<file path="config.mk">
export PLATFORM = sky130hd
export DESIGN_NAME = prog_sequencer
export DESIGN_NICKNAME = d
export VERILOG_FILES = /design/src/rtl/prog_pkg.sv /design/src/rtl/branch_lut.sv /design/src/rtl/prog_sequencer.sv
export SDC_FILE = /design/constraint.sdc
export NUM_CORES = 1
export LEC_CHECK = 0
export CAP_MARGIN = 10
export CORE_ASPECT_RATIO = 1.4
export CORE_MARGIN = 2
export CORE_UTILIZATION = 55
export CTS_CLUSTER_DIAMETER = 80
export DETAILED_ROUTE_END_ITERATION = 10
export GPL_TIMING_DRIVEN = 0
export MAX_ROUTING_LAYER = met4
export PLACE_DENSITY = 0.77
export SYNTH_ARGS = -nofsm -noshare
export SYNTH_HDL_FRONTEND = slang
export SYNTH_SLANG_ARGS = --single-unit
</file>
<file path="constraint.sdc">
create_clock -name clk -period 3.02 [get_ports clk]
set_clock_uncertainty 0.15 [all_clocks]
set_input_delay 0.604 -clock clk [delete_from_list [all_inputs] [get_ports clk]]
set_output_delay 0.604 -clock clk [all_outputs]
set_load 0.01 [all_outputs]
</file>
<file path="src/rtl/prog_pkg.sv">
// Shared types and parameter defaults for the program sequencer.
package prog_pkg;

  localparam int unsigned PC_W_DEFAULT      = 12;
  localparam int unsigned LBL_W_DEFAULT     = 8;
  localparam int unsigned LUT_DEPTH_DEFAULT = 32;
  localparam int unsigned HALT_PC_DEFAULT   = 2000;
  localparam int unsigned CNT_W_DEFAULT     = 32;

  typedef enum logic [1:0] {
    S_IDLE = 2'd0,
    S_RUN  = 2'd1,
    S_DONE = 2'd2
  } seq_state_t;

endpackage : prog_pkg

</file>
<file path="src/rtl/branch_lut.sv">
// Branch-target table: synchronous write, combinational read, cleared by reset.
module branch_lut #(
  parameter int unsigned DEPTH = 32,
  parameter int unsigned AW    = (DEPTH > 1) ? $clog2(DEPTH) : 1,
  parameter int unsigned DW    = 12
) (
  input  logic          clk,
  input  logic          reset,
  input  logic          we_i,
  input  logic [AW-1:0] waddr_i,
  input  logic [DW-1:0] wdata_i,
  input  logic [AW-1:0] raddr_i,
  output logic [DW-1:0] rdata_o
);

  logic [DW-1:0] mem_q [DEPTH];

  // Clear every entry on reset; otherwise write only in-range addresses.
  always_ff @(posedge clk) begin
    if (!reset) begin
      for (int i = 0; i < int'(DEPTH); i++) begin
        mem_q[i] <= '0;
      end
    end else if (we_i && (32'(waddr_i) < DEPTH)) begin
      mem_q[waddr_i] <= wdata_i;
    end
  end

  // Combinational lookup; out-of-range addresses read as zero.
  always_comb begin
    rdata_o = '0;
    if (32'(raddr_i) < DEPTH) begin
      rdata_o = mem_q[raddr_i];
    end
  end

endmodule : branch_lut

</file>
<file path="src/rtl/prog_sequencer.sv">
// Program-counter sequencer with branch table, halt detection and perf counters.
module prog_sequencer
  import prog_pkg::*;
#(
  parameter int unsigned PC_W      = PC_W_DEFAULT,
  parameter int unsigned LBL_W     = LBL_W_DEFAULT,
  parameter int unsigned LUT_DEPTH = LUT_DEPTH_DEFAULT,
  parameter int unsigned HALT_PC   = HALT_PC_DEFAULT,
  parameter int unsigned CNT_W     = CNT_W_DEFAULT,
  localparam int unsigned LUT_AW   = (LUT_DEPTH > 1) ? $clog2(LUT_DEPTH) : 1
) (
  input  logic              clk,
  input  logic              reset,
  input  logic              start,
  input  logic              stall,
  input  logic              branch,
  input  logic              zero,
  input  logic [LBL_W-1:0]  label,
  input  logic              halt_req,
  input  logic              lut_we,
  input  logic [LUT_AW-1:0] lut_waddr,
  input  logic [PC_W-1:0]   lut_wdata,
  output logic [PC_W-1:0]   pc,
  output logic              pc_valid,
  output logic              done,
  output logic              lut_err,
  output logic [CNT_W-1:0]  cycle_count,
  output logic [CNT_W-1:0]  instr_count
);

  seq_state_t       state_q;
  logic [PC_W-1:0]  pc_q;
  logic             done_q;
  logic             lut_err_q;
  logic [CNT_W-1:0] cycle_q;
  logic [CNT_W-1:0] instr_q;

  logic [PC_W-1:0]  lut_rdata;
  logic             lut_we_ok;
  logic             at_halt;
  logic             lbl_ok;
  logic             taken;
  logic [PC_W-1:0]  pc_d;
  logic             lut_err_d;

  assign lut_we_ok = lut_we && (state_q != S_RUN);

  branch_lut #(
    .DEPTH (LUT_DEPTH),
    .AW    (LUT_AW),
    .DW    (PC_W)
  ) u_lut (
    .clk     (clk),
    .reset   (reset),
    .we_i    (lut_we_ok),
    .waddr_i (lut_waddr),
    .wdata_i (lut_wdata),
    .raddr_i (LUT_AW'(label)),
    .rdata_o (lut_rdata)
  );

  // Retire qualification and next-PC selection for the current instruction.
  always_comb begin
    at_halt   = (pc_q == PC_W'(HALT_PC));
    pc_valid  = (state_q == S_RUN) && !stall && !at_halt;
    taken     = branch && zero;
    lbl_ok    = (32'(label) < LUT_DEPTH);
    pc_d      = PC_W'(pc_q + PC_W'(1));
    lut_err_d = 1'b0;
    if (taken) begin
      if (lbl_ok) begin
        pc_d = lut_rdata;
      end else begin
        lut_err_d = 1'b1;
      end
    end
  end

  // Sequencer FSM with PC, sticky flags and saturating counters.
  always_ff @(posedge clk) begin
    if (!reset) begin
      state_q   <= S_IDLE;
      pc_q      <= '0;
      done_q    <= 1'b0;
      lut_err_q <= 1'b0;
      cycle_q   <= '0;
      instr_q   <= '0;
    end else begin
      case (state_q)
        S_IDLE, S_DONE: begin
          if (start) begin
            state_q   <= S_RUN;
            pc_q      <= '0;
            done_q    <= 1'b0;
            lut_err_q <= 1'b0;
            cycle_q   <= '0;
            instr_q   <= '0;
          end
        end
        S_RUN: begin
          if (!(&cycle_q)) begin
            cycle_q <= cycle_q + CNT_W'(1);
          end
          if (at_halt) begin
            state_q <= S_DONE;
            done_q  <= 1'b1;
          end else if (!stall) begin
            if (!(&instr_q)) begin
              instr_q <= instr_q + CNT_W'(1);
            end
            pc_q <= pc_d;
            if (lut_err_d) begin
              lut_err_q <= 1'b1;
            end
            if (halt_req) begin
              state_q <= S_DONE;
              done_q  <= 1'b1;
            end
          end
        end
        default: begin
          state_q <= S_IDLE;
        end
      endcase
    end
  end

  assign pc          = pc_q;
  assign done        = done_q;
  assign lut_err     = lut_err_q;
  assign cycle_count = cycle_q;
  assign instr_count = instr_q;

endmodule : prog_sequencer

</file>
==> flow_summary_export.csv, run 1 <==
group,metric,value,unit
power,p_total,13.5,mW
grt,grt_max_degree,15,
floorplanning,core_region_area,39500,um2
synthesis,postSynthAreaPerCell,12.8,um2
drt,drt-wirelength-per-cell,28.1,um
synthesis,yosysSeqAreaShare,59.5,%
setup_path,rr_endpoint,"u_lut.mem_q[13][10]",
sta,fmax,0.328,GHz
drt,vias,16000,
synthesis,synthTopCellsByArea,"edfxtp_1, and2_1, mux4_2",
synthesis,syn_nets,1759,
cts,clk_latency,0.58,ns
setup_path,crit_type,"input pin to flip-flop",
synthesis,synth_top_area_share,52.2,%
drt,met2WireLength,33800,um
grt,first_global_vias,15800,
synthesis,synth.ff_latch_count,464,
drt,remaining_drc_errors,0,
layout,syn2layout_area_growth,15.8,%
synthesis,synth_edf_count,384,
drt,wl,69300,um
synthesis,synthArstFlopShare,0,%
flow_run,maxCapViolations,0,
layout,layout_commonest_cell,"and2_1",
synthesis,yosysUniqueCellTypes,68,
run_status,outcome,"finished with violations",
run_status,violations,"negative setup slack",
cts,clk_pin_slew,0.06,ns
place,placed_cells,2387,
setup_path,end_kind,"flip-flop",
sta,finalHoldViolations,0,
sta,finalSetupViolCount,1,
sta,grt_setup_unrepaired,"false",
setup_path,cp_max_fo,10,
floorplanning,dieArea,41800,um2
cts,clockBufferDepth,3,
power,power_frac_clock,38.8,%
hold_path,hp-class,"flip-flop to flip-flop",
power,leakage,8.91,nW
drt,wl_met3,6530,um
synthesis,ys.flop_type,"edfxtp_1",
sta,relSlewSlack,39.1,%
drt,wl_met1,23200,um
floorplanning,die_y,241,um
power,p_int,10.3,mW
synthesis,ys.warnings.count,0,
power,p_seq_share,52.8,%
layout,layoutNonFillerInstCount,2469,
cts,htree_levels,2,
place,post-place-ws,-1.13,ns
sta,tightest_slew,0.914,ns
drt,via_per_inst,6.47,
power,netSwitchingPower,3.25,mW
cts,clock-root-buffer,"clkbuf_16",
sta,period_share,101,%
floorplanning,initial_utilization,55.9,%
layout,nets,1944,
setup_path,startpoint_type,"input pin",
grt,grt_pass1_wl,100000,um
setup_path,reg2reg_slack,0.02,ns
sta,slew_viol_final,0,
place,place.detailed.hpwl,50800,um
synthesis,netlist.top_cell.by_area,"edfxtp_1",
cts,cts_tree,"done",
place,gp_congestion,1.01,
drt,dr.first_iter.drc_count,2141,
synthesis,synthCells,1722,
place,portBuffers,107,
setup_path,required,3.28,ns
setup_path,critPathArrivalTime,3.32,ns
sta,layout_setup_ws,-0.0319,ns
synthesis,synthesis.area,22100,um2
layout,layout-drive-gt1-share,13.8,%
power,p_comb_share,8.4,%
floorplanning,ios,112,
drt,firstDrtPassIters,6,
drt,dr.max_layer_used,"met4",
setup_path,r2r-start,"state_q[0]",
layout,mostFrequentLayoutCells,"and2_1, edfxtp_1, clkbuf_1",
grt,antenna_found_initial,1,
sta,finalCriticalPeriod,3.05,ns
power,p_sw_share,24.0,%
setup_path,crit_end,"pc[4]",
setup_path,worstRegToRegCells,7,
power,peakVddDrop,0.000514,V
cts,numCtsBuffers,45,
floorplanning,die_w,173,um
power,power_density,530,nW/um2
setup_path,crit_path_start,"label[2]",
floorplanning,std_cell_rows,86,
drt,ant_nets,0,
grt,grt-ovfl-total,0,
cts,cts.sinks,464,
grt,grt_usage,34.3,%
==> cell usage after synthesis, types with 18 or more instances <==
master and count:
o31ai_1 18, and2_1 393, nand2_1 64, nand4_1 26
o21ai_0 60, nor2_1 60, edfxtp_1 384, clkbuf_1 112
mux4_2 90, a22oi_1 33, or3_1 37, buf_2 25
or4_1 23, dfxtp_1 80, a21oi_1 58, mux2i_1 23
nand3_1 46
==> cell families (layout without fill, tap and decap cells) <==
logic type / count (synthesis) / count (layout) / synth area share (%)
muxes: 119 / 119 / 10.5
other: 0 / 1 / 0
and+or+nand+nor: 729 / 729 / 19.5
DFF: 464 / 464 / 59.5
AOI/OAI and AO/OA: 247 / 247 / 7.32
adders and majority gates: 4 / 4 / 0.227
buffers and inverters: 157 / 375 / 2.86
xor gates and xnor gates: 2 / 2 / 0.0794
==> metrics by stage <==
stage	TNS (ns)	utilization, %	hold WS (ns)	area, um2
finish	-0.0319	64.7	0.324	25600
floorplan	0	-	0.344	22100
global placement	-479.33	60.3	0.297	23800
detailed placement	-133.10	61.0	0.311	24100
CTS	0	64.7	0.326	25600
global route	0	64.7	0.342	25600
==> timing repair <==
item / 4_1_cts / 5_1_grt
endpoints found under the setup margin: 176 / 156
setup buffers: 1 / 0
pin swaps: 2 / 0
gates resized for setup: 42 / 6
hold buffers: 0 / 0
cloned: 0 / 0
==> worst min-delay path by stage <==
stage	startpoint	to	slack, ns	cells past startpoint
after floorplan	state_q[1]	state_q[1]	0.34	2
after global placement	lut_err	lut_err	0.30	1
after detailed placement	lut_err	lut_err	0.31	1
after CTS	lut_err	lut_err	0.33	1
after global routing	lut_err	lut_err	0.34	1
final	lut_err	lut_err	0.32	1
==> flip-flops by register name, indices dropped and copies added, names as in the netlist <==
register     count
cycle_count     32
done             1
instr_count     32
lut_err          1
pc              12
state_q          2
u_lut.mem_q    384
==> worst max-delay path, cell delays in order <==
cell	delay [ns]
clkdlybuf4s50_1	0.59
clkdlybuf4s15_2	0.55
buf_4	0.37
mux4_2	0.40
mux2i_1	0.17
nor2_1	0.06
a311oi_1	0.39
o32ai_1	0.17
==> layer usage <==
layer  track usage, %  vias up
met5                -        -
met1             37.8     7754
met2             57.7     1075
met4             23.2        0
met3             5.47      303
li1                 -     6841
==> power groups by stage <==
stage,Clock (mW),Sequential [mW],Combinational (mW)
3_3_place_gp,0,7.29,1.03
2_1_floorplan,0,7.27,0.574
3_5_place_dp,0,7.29,1.09
4_1_cts,5.26,7.15,1.11
5_1_grt,5.47,7.17,1.16
6_report,5.26,7.16,1.14
==> layout make-up <==
cell class                 instances  area (um2)
tap                              528         661
clock inverter                    24         163
fill                            2940       13900
clock buffer                      56        1170
inverter                          14        52.6
buffer                           143         616
multi-input combinational       1101        8390
antenna                            1        2.50
sequential                       464       13100
timing repair buffer             138        1370
Power figures use the tool's default switching activity.
==> run 2, diff against run 1 <==
--- a/config.mk
+++ b/config.mk
@@ -5,7 +5,7 @@
 export SDC_FILE = /design/constraint.sdc
 export NUM_CORES = 1
 export LEC_CHECK = 0
-export CAP_MARGIN = 10
+export CAP_MARGIN = 20
 export CORE_ASPECT_RATIO = 1.4
 export CORE_MARGIN = 2
 export CORE_UTILIZATION = 55
==> run 2 against run 1 <==
Effect of this change:
- the flow now finishes without violations
- largest cell class unchanged
- fmax up 1.6%
- sequential cell count is the same
- worst setup slack better by 0.047 ns
- core utilization up 0.082 points
- worst hold slack improved by 0.0072 ns
- critical path type unchanged
- die area did not move
==> flow_summary_export.csv, run 2 (synthesis gave the netlist of run 1 again) <==
group,metric,value,unit
drt,ant_nets,0,
place,place.detailed.hpwl,50900,um
sta,hold_slack,0.331,ns
sta,finalHoldViolations,0,
power,p_seq_share,52.7,%
setup_path,critPathSlowestCell,"clkdlybuf4s50_1",
power,p_total,13.6,mW
power,p_comb_share,8.4,%
sta,slew_viol_final,0,
drt,dr.max_layer_used,"met4",
sta,finalCriticalPeriod,3.01,ns
layout,layout-drive-gt1-share,14.0,%
drt,remaining_drc_errors,0,
drt,wl_met3,6720,um
floorplanning,die_y,241,um
layout,design_area,25600,um2
floorplanning,ios,112,
sta,fmax,0.333,GHz
place,placed_cells,2388,
layout,utilization,64.8,%
sta,period_share,99.5,%
grt,first_global_vias,15800,
drt,firstDrtPassIters,6,
place,portBuffers,107,
place,gp_congestion,1.01,
setup_path,crit_type,"input pin to flip-flop",
floorplanning,die_w,173,um
grt,grt-ovfl-total,0,
grt,grt_pass1_wl,101000,um
setup_path,critPathArrivalTime,3.28,ns
floorplanning,dieArea,41800,um2
floorplanning,initial_utilization,55.9,%
layout,syn2layout_area_growth,15.9,%
sta,tightest_slew,0.913,ns
drt,dr.first_iter.drc_count,2329,
power,p_int,10.3,mW
cts,clk_pin_slew,0.06,ns
layout,nets,1945,
power,peakVddDrop,0.000449,V
cts,htree_levels,2,
drt,vias,16000,
layout,layout_commonest_cell,"and2_1",
drt,wl,69200,um
power,power_frac_clock,38.9,%
hold_path,hp-class,"flip-flop to flip-flop",
setup_path,required,3.29,ns
grt,grt_usage,34.3,%
cts,numCtsBuffers,45,
drt,wl_met1,23300,um
floorplanning,core_region_area,39500,um2
cts,cts_tree,"done",
cts,clk_latency,0.59,ns
layout,fill_cells,2933,
setup_path,startpoint_type,"input pin",
run_status,outcome,"finished clean",
layout,top_register,"u_lut.mem_q",
sta,relSlewSlack,39.1,%
floorplanning,std_cell_rows,86,
cts,cts.sinks,464,
drt,via_per_inst,6.49,
sta,finalSetupViolCount,0,
setup_path,max_stage_delay,0.61,ns
setup_path,cp_max_fo,10,
grt,grt_max_degree,15,
drt,drt-wirelength-per-cell,28.0,um
cts,clockBufferDepth,3,
grt,antenna_found_initial,3,
place,placed_area,24100,um2
power,p_sw_share,24.1,%
flow_run,maxCapViolations,0,
layout,largest_reg_flops,384,
drt,met2WireLength,34000,um
layout,mostFrequentLayoutCells,"and2_1, edfxtp_1, clkbuf_1",
power,power_density,531,nW/um2
cts,clock-root-buffer,"clkbuf_16",
power,netSwitchingPower,3.27,mW
setup_path,end_kind,"flip-flop",
power,leakage,8.92,nW
setup_path,crit_chain,"clkdlybuf4s50_1 -> clkdlybuf4s15_2 -> buf_4 -> mux4_2 -> mux2i_1 -> nor2_1 -> a311oi_1 -> o32ai_1",
layout,layoutNonFillerInstCount,2472,
sta,grt_setup_unrepaired,"false",
## run 2: changes by cell type in the layout (fill, tap and decap cells not counted), sizes merged
cell	before	now
clkinv	19	17
clkinvlp	3	4
buf	60	61
clkbuf	169	171
diode	1	2
## run 2: power groups by stage
stage                     logic [mW]  clock network (mW)  registers, mW
after floorplan                0.574                   0           7.27
after global placement          1.03                   0           7.29
after detailed placement        1.09                   0           7.29
after CTS                       1.11                5.26           7.16
after global routing            1.17                5.51           7.17
final                           1.14                5.29           7.16
## run 2: layer usage
| metal | track usage (%) | up-vias |
|---|---|---|
| li1 | - | 6845 |
| met1 | 38.0 | 7855 |
| met2 | 58.2 | 1052 |
| met3 | 6.24 | 284 |
| met4 | 20.9 | 0 |
| met5 | - | - |
## run 2: per-stage QoR
stage	worst slack [ns]	TNS (ns)
finish	0.0150	0
global route	0.00578	0
CTS	0.0123	0
detailed placement	-1.10	-135.01
global placement	-1.38	-479.33
floorplan	0.0753	0
## run 2: repair_timing
action | 4_1_cts | 5_1_grt
resized for setup | 39 | 9
hold buffers | 0 | 0
endpoints found under the setup margin | 174 | 143
gates cloned | 0 | 0
pin swaps | 2 | 0
setup buffers | 1 | 0
## run 2: worst paths after layout
path,startpoint,endpoint,slack (ns),depth (start not counted)
worst max-delay path,label[2],pc[4],0.01,8
worst min-delay path,lut_err,lut_err,0.33,1
worst max register to register,state_q[0],u_lut.mem_q[18][7],0.05,7
worst min register to register,lut_err,lut_err,0.33,1
## run 2: cell type report
class / count / area, um2 / share of cell area, %
antenna: 2 / 5.00 / 0.0196
buffer: 143 / 616 / 2.41
clock buffer: 58 / 1170 / 4.59
clock inverter: 23 / 159 / 0.621
inverter: 14 / 52.6 / 0.205
multi-input combinational: 1101 / 8400 / 32.8
sequential: 464 / 13100 / 51.3
tap: 528 / 661 / 2.58
timing repair buffer: 139 / 1390 / 5.41
## run 2: critical path: cells and delay by family
family / cells / cell delay [ns]
and+or+nand+nor: 1 / 0.06
buffers and inverters: 3 / 1.51
AOI/OAI and AO/OA: 2 / 0.53
muxes: 2 / 0.56
==> run 3, diff against run 2 <==
--- a/config.mk
+++ b/config.mk
@@ -9,6 +9,7 @@
 export CORE_ASPECT_RATIO = 1.4
 export CORE_MARGIN = 2
 export CORE_UTILIZATION = 55
+export CTS_BUF_LIST = sky130_fd_sc_hd__clkbuf_4 sky130_fd_sc_hd__clkbuf_8 sky130_fd_sc_hd__clkbuf_16
 export CTS_CLUSTER_DIAMETER = 80
 export DETAILED_ROUTE_END_ITERATION = 10
 export GPL_TIMING_DRIVEN = 0
==> run 3 against run 2 <==
Effect of this change:
- the run now ends with negative setup slack left
- first-iteration DRC count is 2.4% lower
- worst setup slack worse by 0.042 ns
- fmax is 1.4% lower
- critical endpoint is now pc[11]
- highest routed layer unchanged
==> flow_summary_export.csv, run 3 (synthesis gave the netlist of run 1 again) <==
group,metric,value,unit
run_status,outcome,"finished with violations",
run_status,violations,"negative setup slack",
layout,top_register,"u_lut.mem_q",
drt,firstDrtPassIters,6,
cts,clk_latency,0.59,ns
cts,cts_tree,"done",
setup_path,worstRegToRegCells,7,
floorplanning,core_region_area,39500,um2
sta,fmax,0.328,GHz
sta,grt_setup_unrepaired,"false",
setup_path,critPathArrivalTime,3.39,ns
hold_path,min_to,"lut_err",
drt,remaining_drc_errors,0,
drt,dr.first_iter.drc_count,2272,
cts,cts.sinks,464,
sta,finalHoldViolations,0,
grt,grt_pass1_wl,101000,um
power,p_sw_share,23.8,%
grt,grt_usage,34.3,%
place,placed_cells,2388,
floorplanning,initial_utilization,55.9,%
layout,largest_reg_flops,384,
power,p_seq_share,52.3,%
drt,wl,69200,um
layout,layout_commonest_cell,"and2_1",
sta,finalSetupViolCount,1,
floorplanning,dieArea,41800,um2
setup_path,startpoint_type,"input pin",
setup_path,end_kind,"flip-flop",
floorplanning,die_y,241,um
grt,grt-ovfl-total,0,
sta,period_share,101,%
cts,clockBufferDepth,3,
drt,via_per_inst,6.48,
power,power_density,534,nW/um2
drt,drt-wirelength-per-cell,28.0,um
power,peakVddDrop,0.000446,V
sta,tightest_slew,0.957,ns
sta,slew_viol_final,0,
setup_path,crit_type,"input pin to flip-flop",
layout,syn2layout_area_growth,16.2,%
layout,layoutNonFillerInstCount,2473,
layout,nets,1945,
setup_path,cp_max_fo,10,
cts,clk_pin_slew,0.06,ns
sta,finalCriticalPeriod,3.05,ns
grt,antenna_found_initial,4,
hold_path,hp-class,"flip-flop to flip-flop",
cts,numCtsBuffers,45,
place,portBuffers,107,
drt,vias,16000,
power,leakage,8.97,nW
setup_path,r2r-start,"state_q[0]",
setup_path,reg2reg_slack,0.06,ns
sta,relSlewSlack,36.2,%
layout,mostFrequentLayoutCells,"and2_1, edfxtp_1, clkdlybuf4s50_1",
flow_run,maxCapViolations,0,
floorplanning,ios,112,
setup_path,crit_path_start,"label[1]",
floorplanning,std_cell_rows,86,
place,place.detailed.hpwl,50900,um
power,p_int,10.4,mW
setup_path,required,3.36,ns
place,post-place-ws,-1.10,ns
power,netSwitchingPower,3.26,mW
power,power_frac_clock,39.4,%
power,p_comb_share,8.3,%
floorplanning,die_w,173,um
layout,fill_cells,2923,
cts,clock-root-buffer,"clkbuf_16",
cts,htree_levels,2,
hold_path,holdCritStartpoint,"lut_err",
setup_path,rr_endpoint,"u_lut.mem_q[18][7]",
hold_path,hold_depth,1,
layout,layout-drive-gt1-share,14.6,%
grt,grt_max_degree,15,
sta,layout_setup_ws,-0.0269,ns
grt,first_global_vias,15800,
drt,ant_nets,0,
place,gp_congestion,1.01,
sta,hold_slack,0.330,ns
cts,cts.hold.buffers_added,0,
-- run 3: what timing repair did --
| item | in CTS | in global routing |
|---|---|---|
| cloned | 0 | 0 |
| endpoints found under the setup margin | 174 | 142 |
| pin swaps | 2 | 0 |
| gates resized for setup | 39 | 10 |
| setup buffers | 1 | 0 |
-- run 3: power groups by stage --
| stage | Combinational [mW] | Clock [mW] | Sequential (mW) |
|---|---|---|---|
| after global placement | 1.03 | 0 | 7.29 |
| after floorplan | 0.574 | 0 | 7.27 |
| after global routing | 1.17 | 5.61 | 7.17 |
| final | 1.14 | 5.39 | 7.16 |
| after detailed placement | 1.09 | 0 | 7.29 |
| after CTS | 1.11 | 5.37 | 7.16 |
-- run 3: worst max-delay path by stage --
stage               depth (start not counted)  slack (ns)            endpoint
floorplan                                   6        0.08  u_lut.mem_q[24][0]
global placement                            6       -1.38   u_lut.mem_q[0][7]
detailed placement                          8       -1.10               pc[6]
CTS                                         8        0.01   u_lut.mem_q[4][7]
global route                                7       0.003  u_lut.mem_q[18][7]
finish                                      9       -0.03              pc[11]
-- run 3: area by class of cell --
cell class,count,area [um2],share of cell area (%)
well taps,528,661,2.58
clock buffers,58,1220,4.77
multi-input cells,1101,8400,32.8
plain buffers,143,614,2.40
clock inverters,23,159,0.620
repair buffers,139,1390,5.40
flip-flops and latches,464,13100,51.2
inverters,14,52.6,0.205
diodes,3,7.51,0.0293
-- run 3: critical path, cell delays in order --
cell,delay [ns]
clkdlybuf4s50_1,0.49
clkbuf_4,0.29
buf_4,0.26
buf_4,0.24
nor2b_1,0.62
a22oi_1,0.26
a21oi_1,0.34
a21oi_1,0.11
o21ai_0,0.14
-- run 3: through the flow --
step / setup TNS [ns] / total power [mW] / cell area (um2) / utilization, %
6_report: -0.0269 / 13.7 / 25600 / 64.9
5_1_grt: 0 / 13.9 / 25600 / 64.9
4_1_cts: 0 / 13.6 / 25600 / 64.9
3_5_place_dp: -135.01 / 8.39 / 24100 / 61.1
3_3_place_gp: -479.33 / 8.32 / 23800 / 60.3
2_1_floorplan: 0 / 7.85 / 22100 / -
-- run 3: routing by layer --
layer	routed length [um]	global-route usage [%]	part of all wire (%)	vias up
li1	-	-	-	6846
met1	23300	37.8	34	7821
met2	34300	58.1	50	1101
met3	6590	6.24	9.5	265
met4	5030	20.9	7.3	0
met5	0	-	0	-
